$ cat src/rtl/usb_cmd_parser.sv
// usb_cmd_parser
// ---------------------------------------------------------------------------
// Pulls bytes from an 8-bit synchronous receive FIFO and decodes framed
// register-write packets:
//   SYNC_BYTE, ADDR, LEN, LEN payload bytes, CSUM
//   CSUM = (ADDR + LEN + sum(payload)) mod 256
// The payload is buffered and only replayed as back-to-back register writes
// (auto-incrementing, wrapping address) once the checksum matches. Malformed
// or stalled packets are dropped with a pkt_err pulse and counted.
//
// Handshake: fifo_rd_en is a one-cycle read strobe, only raised when
// fifo_empty is low and no read is in flight; the FIFO presents the byte on
// fifo_rd_data in the following cycle, where it is consumed. reg_wr_en is a
// fire-and-forget strobe (no back-pressure): one write per cycle it is high.
//
// Ports
//   usb_clk_60m   in   clock
//   sys_rst_n     in   asynchronous active-low reset
//   fifo_empty    in   receive FIFO empty
//   fifo_rd_en    out  FIFO read strobe
//   fifo_rd_data  in   FIFO read data (valid the cycle after fifo_rd_en)
//   reg_wr_en     out  register write strobe
//   reg_wr_addr   out  register address
//   reg_wr_data   out  register data
//   pkt_ok        out  pulse with the last write of a committed packet
//   pkt_err       out  pulse when a packet is discarded
//   err_cnt       out  discarded-packet count, saturating at 255
//   busy          out  high whenever the parser is not hunting for SYNC_BYTE
//   dbg_state     out  current FSM state (debug)
// ---------------------------------------------------------------------------
module usb_cmd_parser #(
  parameter int         MAX_LEN   = 16,
  parameter logic [7:0] SYNC_BYTE = 8'hA5,
  parameter int         TIMEOUT   = 1024
) (
  input  logic       usb_clk_60m,
  input  logic       sys_rst_n,
  input  logic       fifo_empty,
  output logic       fifo_rd_en,
  input  logic [7:0] fifo_rd_data,
  output logic       reg_wr_en,
  output logic [7:0] reg_wr_addr,
  output logic [7:0] reg_wr_data,
  output logic       pkt_ok,
  output logic       pkt_err,
  output logic [7:0] err_cnt,
  output logic       busy,
  output logic [2:0] dbg_state
);

  localparam int IW = (MAX_LEN > 1) ? $clog2(MAX_LEN) : 1;
  localparam int TW = $clog2(TIMEOUT) + 1;

  localparam logic [7:0]    MAX_LEN_B = 8'(MAX_LEN);
  localparam logic [TW-1:0] TMO_LAST  = TW'(TIMEOUT - 1);

  localparam logic [2:0] S_HUNT   = 3'd0;
  localparam logic [2:0] S_ADDR   = 3'd1;
  localparam logic [2:0] S_LEN    = 3'd2;
  localparam logic [2:0] S_DATA   = 3'd3;
  localparam logic [2:0] S_CSUM   = 3'd4;
  localparam logic [2:0] S_COMMIT = 3'd5;

  logic [2:0]    state_q;
  logic [2:0]    next_state;
  logic          rd_vld_q;     // a byte requested last cycle is on fifo_rd_data
  logic [7:0]    addr_q;
  logic [7:0]    len_q;
  logic [7:0]    sum_q;
  logic [7:0]    idx_q;        // payload index in DATA, write index in COMMIT
  logic [TW-1:0] tmo_q;

  logic [7:0]    buf_mem [MAX_LEN];

  logic          in_pkt;
  logic          tmo_fire;
  logic          take;
  logic          err;
  logic          commit_go;
  logic          wr_go;
  logic [7:0]    wr_idx;
  logic [7:0]    last_idx;
  logic          rd_go;

  assign dbg_state = state_q;

  always_comb begin
    in_pkt     = (state_q == S_ADDR) || (state_q == S_LEN) ||
                 (state_q == S_DATA) || (state_q == S_CSUM);
    tmo_fire   = in_pkt && (tmo_q == TMO_LAST);
    // A byte arriving in the timeout cycle is dropped; the timeout wins.
    take       = rd_vld_q && !tmo_fire;
    last_idx   = len_q - 8'd1;
    next_state = state_q;
    err        = 1'b0;
    commit_go  = 1'b0;

    case (state_q)
      S_HUNT: begin
        if (take && (fifo_rd_data == SYNC_BYTE)) next_state = S_ADDR;
      end
      S_ADDR: begin
        if (take) next_state = S_LEN;
      end
      S_LEN: begin
        if (take) begin
          if ((fifo_rd_data == 8'd0) || (fifo_rd_data > MAX_LEN_B)) err = 1'b1;
          else next_state = S_DATA;
        end
      end
      S_DATA: begin
        if (take && (idx_q == last_idx)) next_state = S_CSUM;
      end
      S_CSUM: begin
        if (take) begin
          if (fifo_rd_data == sum_q) begin
            next_state = S_COMMIT;
            commit_go  = 1'b1;
          end else begin
            err = 1'b1;
          end
        end
      end
      S_COMMIT: begin
        // idx_q is the write currently on the bus; leave after the last one.
        if (idx_q == last_idx) next_state = S_HUNT;
      end
      default: next_state = S_HUNT;
    endcase

    if (tmo_fire) err = 1'b1;
    if (err) next_state = S_HUNT;

    // The first write is launched by the CSUM edge itself, so COMMIT only
    // has to walk the remaining LEN-1 entries.
    wr_go  = commit_go || ((state_q == S_COMMIT) && (next_state == S_COMMIT));
    wr_idx = commit_go ? 8'd0 : (idx_q + 8'd1);

    // fifo_rd_en is registered: decide now for next cycle. Never request
    // while a read is already in flight, nor when heading into COMMIT.
    rd_go  = (next_state != S_COMMIT) && !fifo_empty && !fifo_rd_en;
  end

  always_ff @(posedge usb_clk_60m or negedge sys_rst_n) begin
    if (!sys_rst_n) begin
      state_q     <= S_HUNT;
      rd_vld_q    <= 1'b0;
      addr_q      <= 8'd0;
      len_q       <= 8'd0;
      sum_q       <= 8'd0;
      idx_q       <= 8'd0;
      tmo_q       <= '0;
      fifo_rd_en  <= 1'b0;
      reg_wr_en   <= 1'b0;
      reg_wr_addr <= 8'd0;
      reg_wr_data <= 8'd0;
      pkt_ok      <= 1'b0;
      pkt_err     <= 1'b0;
      err_cnt     <= 8'd0;
      busy        <= 1'b0;
    end else begin
      state_q    <= next_state;
      rd_vld_q   <= fifo_rd_en;
      fifo_rd_en <= rd_go;
      busy       <= (next_state != S_HUNT);
      pkt_err    <= err;
      reg_wr_en  <= wr_go;
      pkt_ok     <= 1'b0;

      if (err && (err_cnt != 8'hFF)) err_cnt <= err_cnt + 8'd1;

      // Idle counter restarts on every accepted byte and outside a packet.
      if (!in_pkt || take || err) tmo_q <= '0;
      else                        tmo_q <= tmo_q + 1'b1;

      if (take) begin
        case (state_q)
          S_ADDR: begin
            addr_q <= fifo_rd_data;
            sum_q  <= fifo_rd_data;
          end
          S_LEN: begin
            if (!err) begin
              len_q <= fifo_rd_data;
              sum_q <= sum_q + fifo_rd_data;
              idx_q <= 8'd0;
            end
          end
          S_DATA: begin
            sum_q <= sum_q + fifo_rd_data;
            idx_q <= idx_q + 8'd1;
          end
          default: ;
        endcase
      end

      if (wr_go) begin
        idx_q       <= wr_idx;
        reg_wr_addr <= addr_q + wr_idx;
        reg_wr_data <= buf_mem[wr_idx[IW-1:0]];
        pkt_ok      <= (wr_idx == last_idx);
      end
    end
  end

  // Payload buffer: contents are irrelevant after reset, so no reset here.
  always_ff @(posedge usb_clk_60m) begin
    if (take && (state_q == S_DATA)) buf_mem[idx_q[IW-1:0]] <= fifo_rd_data;
  end

endmodule

$ cat config.mk
export PLATFORM = sky130hd
export DESIGN_NAME = usb_cmd_parser
export DESIGN_NICKNAME = d
export VERILOG_FILES = /design/src/rtl/usb_cmd_parser.sv
export SDC_FILE = /design/constraint.sdc
export NUM_CORES = 1
export LEC_CHECK = 0
export ABC_AREA = 1
export BUFFER_PORTS_ARGS = -buffer_cell sky130_fd_sc_hd__buf_2
export CAP_MARGIN = 20
export CORE_MARGIN = 8
export CORE_UTILIZATION = 50
export CTS_CLUSTER_DIAMETER = 120
export DETAILED_ROUTE_END_ITERATION = 10
export PLACE_DENSITY = 0.78
export SETUP_SLACK_MARGIN = 0.4
export SKIP_CTS_REPAIR_TIMING = 1
export SLEW_MARGIN = 20
export SYNTH_ARGS = -nofsm -noshare
export SYNTH_HDL_FRONTEND = slang
export SYNTH_SLANG_ARGS = --single-unit
$ cat constraint.sdc
create_clock -name usb_clk_60m -period 5 [get_ports usb_clk_60m]
set_clock_uncertainty 0.15 [all_clocks]
set_input_delay 0.5 -clock usb_clk_60m [delete_from_list [all_inputs] [get_ports usb_clk_60m]]
set_output_delay 0.5 -clock usb_clk_60m [all_outputs]
set_load 0.02 [all_outputs]
======== After elaboration in Yosys (flattened, before gate mapping) ========
Memories as Yosys holds them, arrays and structs flattened. A register that Yosys moved wholly into a read port is not among the register bits.
Cells that the tools add are included.
word-level totals
  register bits after elaboration ......... 68
  latch bits .............................. 0
  RAM bits ................................ 128
  memory bits (read-only) ................. 0
  input bits .............................. 11
  output and inout port bits .............. 32
  memories kept ........................... 1
cells by class
  $add $sub $neg .......................... 6
  multiply operators ...................... 0
  div/mod/pow operators ................... 0
  magnitude comparators ................... 1
  equality and inequality tests ........... 15
  shift operators ......................... 0
  muxes and demuxes ....................... 30
  bitwise logic cells ..................... 1
  reductions and logical operators ........ 31
memory list
  name     words  width  read ports  clocked after Yosys merged registers in  wr ports  line  source
  buf_mem  16     8      1           1                                        1         73    logic [7:0] buf_mem [MAX_LEN];
operators with widths
  operator                                                                         count
  8-bit two-way mux                                                                5
  3-bit two-way mux                                                                9
  8-bit == test                                                                    3
  8-bit one-hot mux with 3 select lines                                            1
  3-bit one-hot mux with 6 select lines                                            1
  8-bit by 1-bit adder with 8-bit output, second input constant                    2
  8-bit adder                                                                      2
  8-bit one-hot mux with 2 select lines                                            1
  11-bit by 1-bit adder with 11-bit output, second input constant                  1
  11-bit by 10-bit == test with 1-bit output, second input constant                1
  1-bit two-way mux                                                                11
  11-bit two-way mux                                                               1
  3-bit == test, second input constant                                             3
  1-bit logical AND                                                                9
  3-bit AND reduction                                                              3
  3-bit nonzero test                                                               3
  8-bit == test, second input constant                                             1
  8-bit by 5-bit greater-than comparator with 1-bit output, second input constant  1
  8-bit logical NOT                                                                1
  8-bit != test, second input constant                                             1
  8-bit by 1-bit subtractor with 8-bit output, second input constant               1
  1-bit logical OR                                                                 7
  3-bit by 2-bit == test with 1-bit output, second input constant                  2
  3-bit != test, second input constant                                             2
  8 further kinds                                                                  12

======== Logic depth before layout (Yosys ltp) ========
Gate-level depths: netlist of run 1.
  word-level depth ........................ 16
  gate-level depth with buffers ........... 19

======== Worst setup path before layout of run 1 ========
No wires, ideal clock.
  kind .................................... register to register
  from .................................... register idx_q[0]
  to ...................................... register reg_wr_addr[7]
  arrival ................................. 3.048 ns
  data required time ...................... 4.717 ns
  path slack .............................. 1.669 ns
  stages on the path, launching flop included .. 18
  buffers on the path ..................... 5
  path through ............................ dfrtp_1 > buf_2 > inv_2 > clkbuf_1 > buf_1 > ha_1 > clkbuf_1 > nand2_2 > buf_2 > inv_1 > ha_1 > nand3_1 > nand2_1 > nand4_1 > o211ai_1 > xor2_1 > xor2_1 > o21ai_0
between the ends
  longest elaborated chain between the ends .. 8
  elaborated cells on any way between the ends .. 12
  those cells by class .................... add/sub: 2; eq/ne: 2; mux: 5; reduce/logical: 3
ends and longest elaborated chain
  what                                                                                            line  source
  from (decl)                                                                                     70    logic [7:0] idx_q;
  from (signal assigned)                                                                          191   idx_q <= idx_q + 8'd1;
  from (signal assigned)                                                                          198   idx_q <= wr_idx;
  parallel branches: the longest is 8 deep, another holds 8-bit by 1-bit adder with 8-bit output  --
  to (signal assigned)                                                                            199   reg_wr_addr <= addr_q + wr_idx;
  to (decl)                                                                                       42    output logic [7:0] reg_wr_addr,
Several ways; the timed one is not identified.
A chain may end at the register's enable or synchronous reset.

======== Worst setup path after layout of run 1 ========
  from .................................... register sum_q[2]
  to ...................................... register reg_wr_addr[6]
between the ends
  longest elaborated chain between the ends .. 9
  elaborated cells on any way between the ends .. 17
  those cells by class .................... add/sub: 1; eq/ne: 2; mux: 12; reduce/logical: 2
ends and longest elaborated chain
  what                                                                 line  source
  from (decl)                                                          69    logic [7:0] sum_q;
  from (signal assigned)                                               180   sum_q <= fifo_rd_data;
  from (signal assigned)                                               185   sum_q <= sum_q + fifo_rd_data;
  from (signal assigned)                                               190   sum_q <= sum_q + fifo_rd_data;
  8-bit == test *                                                      116   if (fifo_rd_data == sum_q) begin
  parallel branches: the longest is 8 deep, another holds 8-bit adder  --
Every way passes the cells marked *.

==> results of run 1 <==
==> metal layers <==
layer / up-vias / share of wire, % / GRT usage, %
met5: - / 0.053 / 0
met4: 2 / 1.9 / 5.66
met3: 44 / 9.3 / 4.13
met2: 296 / 49 / 33.7
met1: 3640 / 40 / 25.3
li1: 3717 / - / -
==> critical path, delay by kind of cell (launching register included) <==
| family | cells | cell delay [ps] |
|---|---|---|
| xor gates and xnor gates | 1 | 150 |
| and+or+nand+nor | 8 | 1160 |
| DFF | 1 | 390 |
| adders and majority gates | 2 | 720 |
| buffers and inverters | 2 | 260 |
| AOI/OAI and AO/OA | 4 | 560 |
==> power by group through the flow <==
stage               Combinational (W)  Sequential, W  Clock [W]
finish                        0.00196        0.00209    0.00154
global route                  0.00219        0.00211    0.00163
CTS                           0.00195        0.00209    0.00156
detailed placement            0.00194        0.00212          0
global placement              0.00191        0.00212          0
floorplan                     0.00141        0.00213          0
==> registers in the layout, summed over array words and instances (netlist names), 3 cells and up <==
| name | flops |
|---|---|
| err_cnt | 8 |
| sum_q | 8 |
| idx_q | 8 |
| reg_wr_data | 8 |
| reg_wr_addr | 8 |
| dbg_state | 3 |
| len_q | 8 |
| addr_q | 8 |
| tmo_q | 11 |
| buf_mem | 128 |
==> through the flow <==
step | cells | hold WS [ps]
floorplan | 1093 | 54.4
global placement | 1379 | 258
detailed placement | 1379 | 279
CTS | 1417 | 0.682
global route | 1417 | 8.05
finish | 1417 | 7.75
==> kinds of logic after synthesis <==
logic type | Yosys count
xor gates and xnor gates | 27
AOI/OAI and AO/OA | 87
buffers and inverters | 196
and+or+nand+nor | 555
adders and majority gates | 23
DFF | 204
muxes | 1
==> cell type report <==
cell class | instances | area [µm²] | share of cell area, %
clock buffers | 26 | 564 | 5.00
clock inverters | 12 | 116 | 1.03
inverters | 156 | 586 | 5.19
multi-input cells | 693 | 3630 | 32.1
flip-flops and latches | 204 | 5750 | 50.9
well taps | 270 | 338 | 2.99
repair buffers | 56 | 318 | 2.81
==> synthesized netlist by cell type (6+ instances only) <==
master | instances | area share [%]
o2111ai_1 | 24 | 2.1
o21ai_0 | 34 | 1.7
ha_1 | 21 | 2.6
nand3_1 | 165 | 8.1
inv_2 | 9 | 0.33
nand2_2 | 6 | 0.37
nand3b_1 | 9 | 0.66
nor2_1 | 71 | 2.6
edfxtp_1 | 128 | 38
a21oi_1 | 19 | 0.93
inv_1 | 147 | 5.4
nor3_1 | 14 | 0.69
buf_6 | 6 | 0.66
clkbuf_1 | 12 | 0.44
xor2_1 | 22 | 1.9
nand4_1 | 7 | 0.43
or2_2 | 24 | 1.5
buf_2 | 17 | 0.84
nand2_1 | 242 | 8.9
dfrtp_1 | 76 | 19
==> worst max-delay path by stage <==
stage / startpoint / end / slack, ps
floorplan: idx_q[0] / reg_wr_addr[7] / 1670
global placement: fifo_rd_data[4] / reg_wr_addr[6] / 1170
detailed placement: fifo_rd_data[3] / reg_wr_addr[6] / 1060
CTS: sum_q[2] / reg_wr_addr[6] / 1490
global route: sum_q[2] / reg_wr_addr[6] / 1170
finish: sum_q[2] / reg_wr_addr[6] / 1460
==> flow_metrics.py, run 1 <==
metrics = {
    "worst_setup_path": {
        "cp_slowest_cell": "dfrtp_1",
        "cp.required_ps": 5210,
        "r2r_cells": 17,
        "cp_data_arrival_time_ps": 3750,
        "worst-r2r-setup-slack_ps": 1460,
        "crit_fanout": 10,
        "crit_type": "reg -> reg",
        "crit_path_max_incr_delay_ps": 390,
        "critPathLaunchType": "flop",
        "r2r-start": "sum_q[2]",
        "endpoint_kind": "flop",
        "cpMostUsedCell": "nor2_1",
        "r2r-end": "reg_wr_addr[6]",
        "worstPathCellList": "ha_1 > inv_1 > nand2_1 > nor2_1 > nand2_1 > nor2_1 > nand3_2 > nand2_2 > inv_2 > ha_1 > a21oi_1 > o21ai_0 > a21oi_1 > nor2_1 > nor2_1 > xor2_1 > o21ai_1",
    },
    "timing": {
        "finalWorstSetupSlack_ps": 1460,
        "drv_slew": 0,
        "rsz0062_at_grt": "false",
        "worst_pin_slew_ps": 1110,
        "finalCriticalPeriod_ps": 3540,
        "hold_viol": 0,
        "maxSlewHeadroom_pct": 25.8,
        "tns_ps": 0,
        "fmax_ghz": 0.282,
        "setup_violations": 0,
        "finalCritPeriodShare_pct": 70.8,
    },
    "finish": {
        "synthToLayoutAreaGrowth_pct": 11.0,
        "final_area_um2": 11300,
        "layout_commonest_cell": "nand2_1",
        "final_cell_mix": "nand2_1, nand3_1, inv_1",
        "drive_above_1_share_pct": 12.5,
        "fillCellCount": 1730,
        "final_core_util_pct": 56.2,
        "layout.nets": 1166,
        "antenna-diode-count": 0,
    },
    "clocking": {
        "clock_sinks": 204,
        "root_buffer": "clkbuf_16",
        "cts_tree": "yes",
        "cts_buffer_depth": 3,
        "cts_buffers": 21,
        "clkTransAtPathRegs_ps": 60,
        "h-tree-depth": 1,
        "clk-insertion-delay-late_ps": 500,
    },
    "detailed_routing": {
        "wire_per_inst_um": 17.3,
        "ant_nets": 0,
        "initialDrtViolationCount": 775,
        "wl_mm": 24.6,
        "via_per_inst": 5.43,
        "vias": 7699,
        "drcViolationCount": 0,
        "first_pass_iters": 5,
    },
    "power": {
        "p_clk_share_pct": 27.5,
        "power_density_nw_per_um2": 495,
        "switching_share_pct": 37.2,
        "p_int_w": 0.00351,
        "p_sw_w": 0.00208,
        "finalPower_w": 0.00559,
        "pwr-share-seq_pct": 37.5,
        "p_comb_share_pct": 35.0,
        "power.leakage_nw": 5.19,
        "peakVddDrop_mv": 0.345,
    },
    "place": {
        "dp_hpwl_mm": 16.3,
        "gp_congestion": 0.898,
        "post_dp_cell_area_um2": 10600,
        "io_buffers": 42,
        "dp_slack_ps": 1060,
    },
    "global_route": {
        "grt_pass1_wl_mm": 39.2,
        "antenna_found_initial": 1,
        "grt_pass1_vias": 7441,
        "grt_max_degree": 77,
        "grt.total_usage_pct": 19.9,
        "gr-total-overflow": 0,
    },
    "synth": {
        "synth_seq_area_share_pct": 56.5,
        "ys.flop_type": "edfxtp_1",
        "syn_inst": 1093,
        "synth_nets": 1127,
        "synth_adder_area_share_pct": 2.98,
        "post_synth.cell_area_avg_um2": 9.31,
        "ys_ff_latch": 204,
        "synth_edf_count": 128,
        "synth.distinct_cells": 39,
        "synth_top_family_by_area": "simple AND/OR/NAND/NOR gates",
        "synth_xor_area_share_pct": 2.32,
        "synth-compound-area-share_pct": 5.46,
        "muxShareOfSynthArea_pct": 0.111,
        "yosys_warnings": 0,
        "syn_area_um2": 10200,
        "synth-simple-area-share_pct": 24.7,
        "async_reset_ff_share_pct": 37.3,
    },
    "floorplanning": {
        "die_w_um": 159,
        "pin_count": 43,
        "coreArea_um2": 20100,
        "num_rows": 52,
        "die_y_um": 159,
        "die_area_um2": 25200,
        "start_util_pct": 50.6,
    },
    "run_status": {
        "status": "finished clean",
    },
    "job": {
        "cap_violations": 0,
    },
    "min_path": {
        "hold_path.class": "in -> async",
    },
}
Power figures use the tool's default switching activity.
==> inputs of run 2 (changes only) <==
--- a/config.mk
+++ b/config.mk
@@ -5,14 +5,14 @@
 export SDC_FILE = /design/constraint.sdc
 export NUM_CORES = 1
 export LEC_CHECK = 0
-export ABC_AREA = 1
+export ABC_AREA = 0
 export BUFFER_PORTS_ARGS = -buffer_cell sky130_fd_sc_hd__buf_2
 export CAP_MARGIN = 20
 export CORE_MARGIN = 8
 export CORE_UTILIZATION = 50
 export CTS_CLUSTER_DIAMETER = 120
 export DETAILED_ROUTE_END_ITERATION = 10
-export PLACE_DENSITY = 0.78
+export PLACE_DENSITY = 0.8
 export SETUP_SLACK_MARGIN = 0.4
 export SKIP_CTS_REPAIR_TIMING = 1
 export SLEW_MARGIN = 20
==> constraint.sdc (replaced) <==
create_clock -name usb_clk_60m -period 2.97 [get_ports usb_clk_60m]
set_clock_uncertainty 0.15 [all_clocks]
set_input_delay 0.297 -clock usb_clk_60m [delete_from_list [all_inputs] [get_ports usb_clk_60m]]
set_output_delay 0.297 -clock usb_clk_60m [all_outputs]
set_load 0.02 [all_outputs]
==> flow_metrics.py, run 2 <==
metrics = {
    "detailed_routing": {
        "vias": 7384,
        "first_pass_iters": 6,
        "via_per_inst": 6.25,
        "ant_nets": 0,
        "initialDrtViolationCount": 1081,
        "drcViolationCount": 0,
        "wl_mm": 29.3,
        "wire_per_inst_um": 24.8,
    },
    "clocking": {
        "cts_buffer_depth": 3,
        "clk-insertion-delay-late_ps": 530,
        "clkTransAtPathRegs_ps": 60,
        "h-tree-depth": 1,
        "clock_sinks": 204,
        "cts_tree": "yes",
        "root_buffer": "clkbuf_16",
        "cts_buffers": 22,
    },
    "power": {
        "peakVddDrop_mv": 0.567,
        "power.leakage_nw": 4.91,
        "power_density_nw_per_um2": 771,
    },
    "timing": {
        "maxSlewHeadroom_pct": 55.0,
        "tns_ps": -771,
        "finalCriticalPeriod_ps": 3240,
        "finalWorstSetupSlack_ps": -269,
        "setup_violations": 6,
        "finalCritPeriodShare_pct": 109,
        "hold_viol": 0,
        "rsz0062_at_grt": "true",
        "fmax_ghz": 0.309,
        "drv_slew": 0,
        "worst_pin_slew_ps": 675,
    },
    "synth": {
        "synth.most_common_cell": "edfxtp_1",
        "post_synth.cell_area_avg_um2": 12.6,
        "yosys_warnings": 0,
        "synth_edf_count": 128,
        "ys_top_cells_by_area": "edfxtp_1, dfrtp_1, nor2_1",
        "ys.flop_type": "edfxtp_1",
        "async_reset_ff_share_pct": 37.3,
        "syn_area_um2": 9640,
        "synthTopCellsByCount": "edfxtp_1, dfrtp_1, nor2_1",
        "ys_ff_latch": 204,
        "synth_seq_area_share_pct": 59.6,
        "synth_top_area_share_pct": 39.9,
        "syn_inst": 764,
        "synth.distinct_cells": 71,
        "synth_nets": 798,
        "synth_top_area_cell": "edfxtp_1",
    },
    "global_route": {
        "antenna_found_initial": 0,
        "grt_max_degree": 52,
        "grt_pass1_vias": 6803,
        "gr-total-overflow": 0,
        "grt_pass1_wl_mm": 38.4,
        "grt.total_usage_pct": 20.5,
    },
    "floorplanning": {
        "coreArea_um2": 18800,
        "num_rows": 50,
        "pin_count": 43,
        "start_util_pct": 51.2,
        "die_area_um2": 24000,
        "die_w_um": 155,
        "die_y_um": 155,
    },
    "min_path": {
        "hold_start": "fifo_rd_data[0]",
        "hold_path.class": "in -> reg",
    },
    "worst_setup_path": {
        "worstSetupStartpoint": "sum_q[2]",
        "r2r-start": "sum_q[2]",
        "endpoint_kind": "flop",
        "cp_data_arrival_time_ps": 3480,
        "crit_fanout": 4,
        "critPathLaunchType": "flop",
        "cp.required_ps": 3220,
        "crit_type": "reg -> reg",
    },
    "finish": {
        "drive_above_1_share_pct": 35.0,
        "multi_input_area_um2": 4250,
        "fin_cells": 1182,
        "layout_commonest_cell": "edfxtp_1",
        "antenna-diode-count": 0,
        "synthToLayoutAreaGrowth_pct": 29.5,
        "layout.nets": 942,
        "final_cell_mix": "edfxtp_1, buf_4, dfrtp_1",
        "fillCellCount": 1188,
        "area.sequential_um2": 5750,
        "final_area_um2": 12500,
        "largest_reg_flops": 128,
    },
    "place": {
        "io_buffers": 42,
        "dp_hpwl_mm": 16.2,
        "post_dp_cell_area_um2": 10900,
        "dp_cells": 1106,
        "gp_congestion": 0.861,
    },
    "job": {
        "cap_violations": 0,
    },
    "run_status": {
        "violations": "negative setup slack",
        "status": "finished with violations",
    },
}
## run 2: worst paths after layout
path	end	slack, ps	depth (start not counted)
setup / recovery	reg_wr_addr[6]	-270	14
hold / removal	sum_q[0]	130	4
setup reg to reg	reg_wr_addr[6]	-270	14
hold reg to reg	rd_vld_q	300	0
max in group asynchronous	reg_wr_addr[5]	1790	3
min in group asynchronous	reg_wr_data[4]	190	2
## run 2: layout make-up
cell class | instances | area share [%]
clock inverters | 13 | 0.722
flip-flops and latches | 204 | 46.1
multi-input cells | 500 | 34.1
well taps | 260 | 2.61
inverters | 20 | 0.662
clock buffers | 25 | 4.67
repair buffers | 160 | 11.2
## run 2: routing by layer
metal  GRT usage (%)  share of wire [%]
met1            27.3                 37
met2            33.5                 50
met3            2.96                9.7
met4            7.42                3.6
met5               0                  0
## run 2: power breakdown
part	internal, W	total [W]	switching (W)
clock	0.00142	0.00260	0.00117
combinational	0.00162	0.00380	0.00218
sequential	0.00311	0.00323	0.000119
## run 2: cell families (layout without fill, tap and decap cells)
| logic type | after synthesis | after routing | synth area share (%) |
|---|---|---|---|
| buffers and inverters | 60 | 218 | 2.61 |
| and+or+nand+nor | 246 | 246 | 13.1 |
| AOI/OAI and AO/OA | 127 | 127 | 9.46 |
| adders and majority gates | 23 | 23 | 3.14 |
| muxes | 53 | 53 | 7.18 |
| xor gates and xnor gates | 51 | 51 | 4.92 |
| DFF | 204 | 204 | 59.6 |
## run 2: critical path: stages (launching register included)
cell and delay [ps]:
dfrtp_1 400, ha_4 240, nor4_4 280, and4_4 300, o311a_4 220, buf_12 120, nor2_8 40, ha_1 320
nor2b_1 150, o21ai_1 150, nand2b_1 90, a21o_1 170, a21oi_2 140, xnor2_1 70, mux2_4 250
## run 2: through the flow
step	total power (W)	hold WS, ps	worst slack, ps	utilization, %
after floorplan	0.00537	-149	-125	-
final	0.00962	127	-269	66.3
after global routing	0.00990	137	-401	66.3
after detailed placement	0.00631	222	-522	57.8
after CTS	0.00884	-327	-498	61.3
after global placement	0.00624	224	-430	57.8
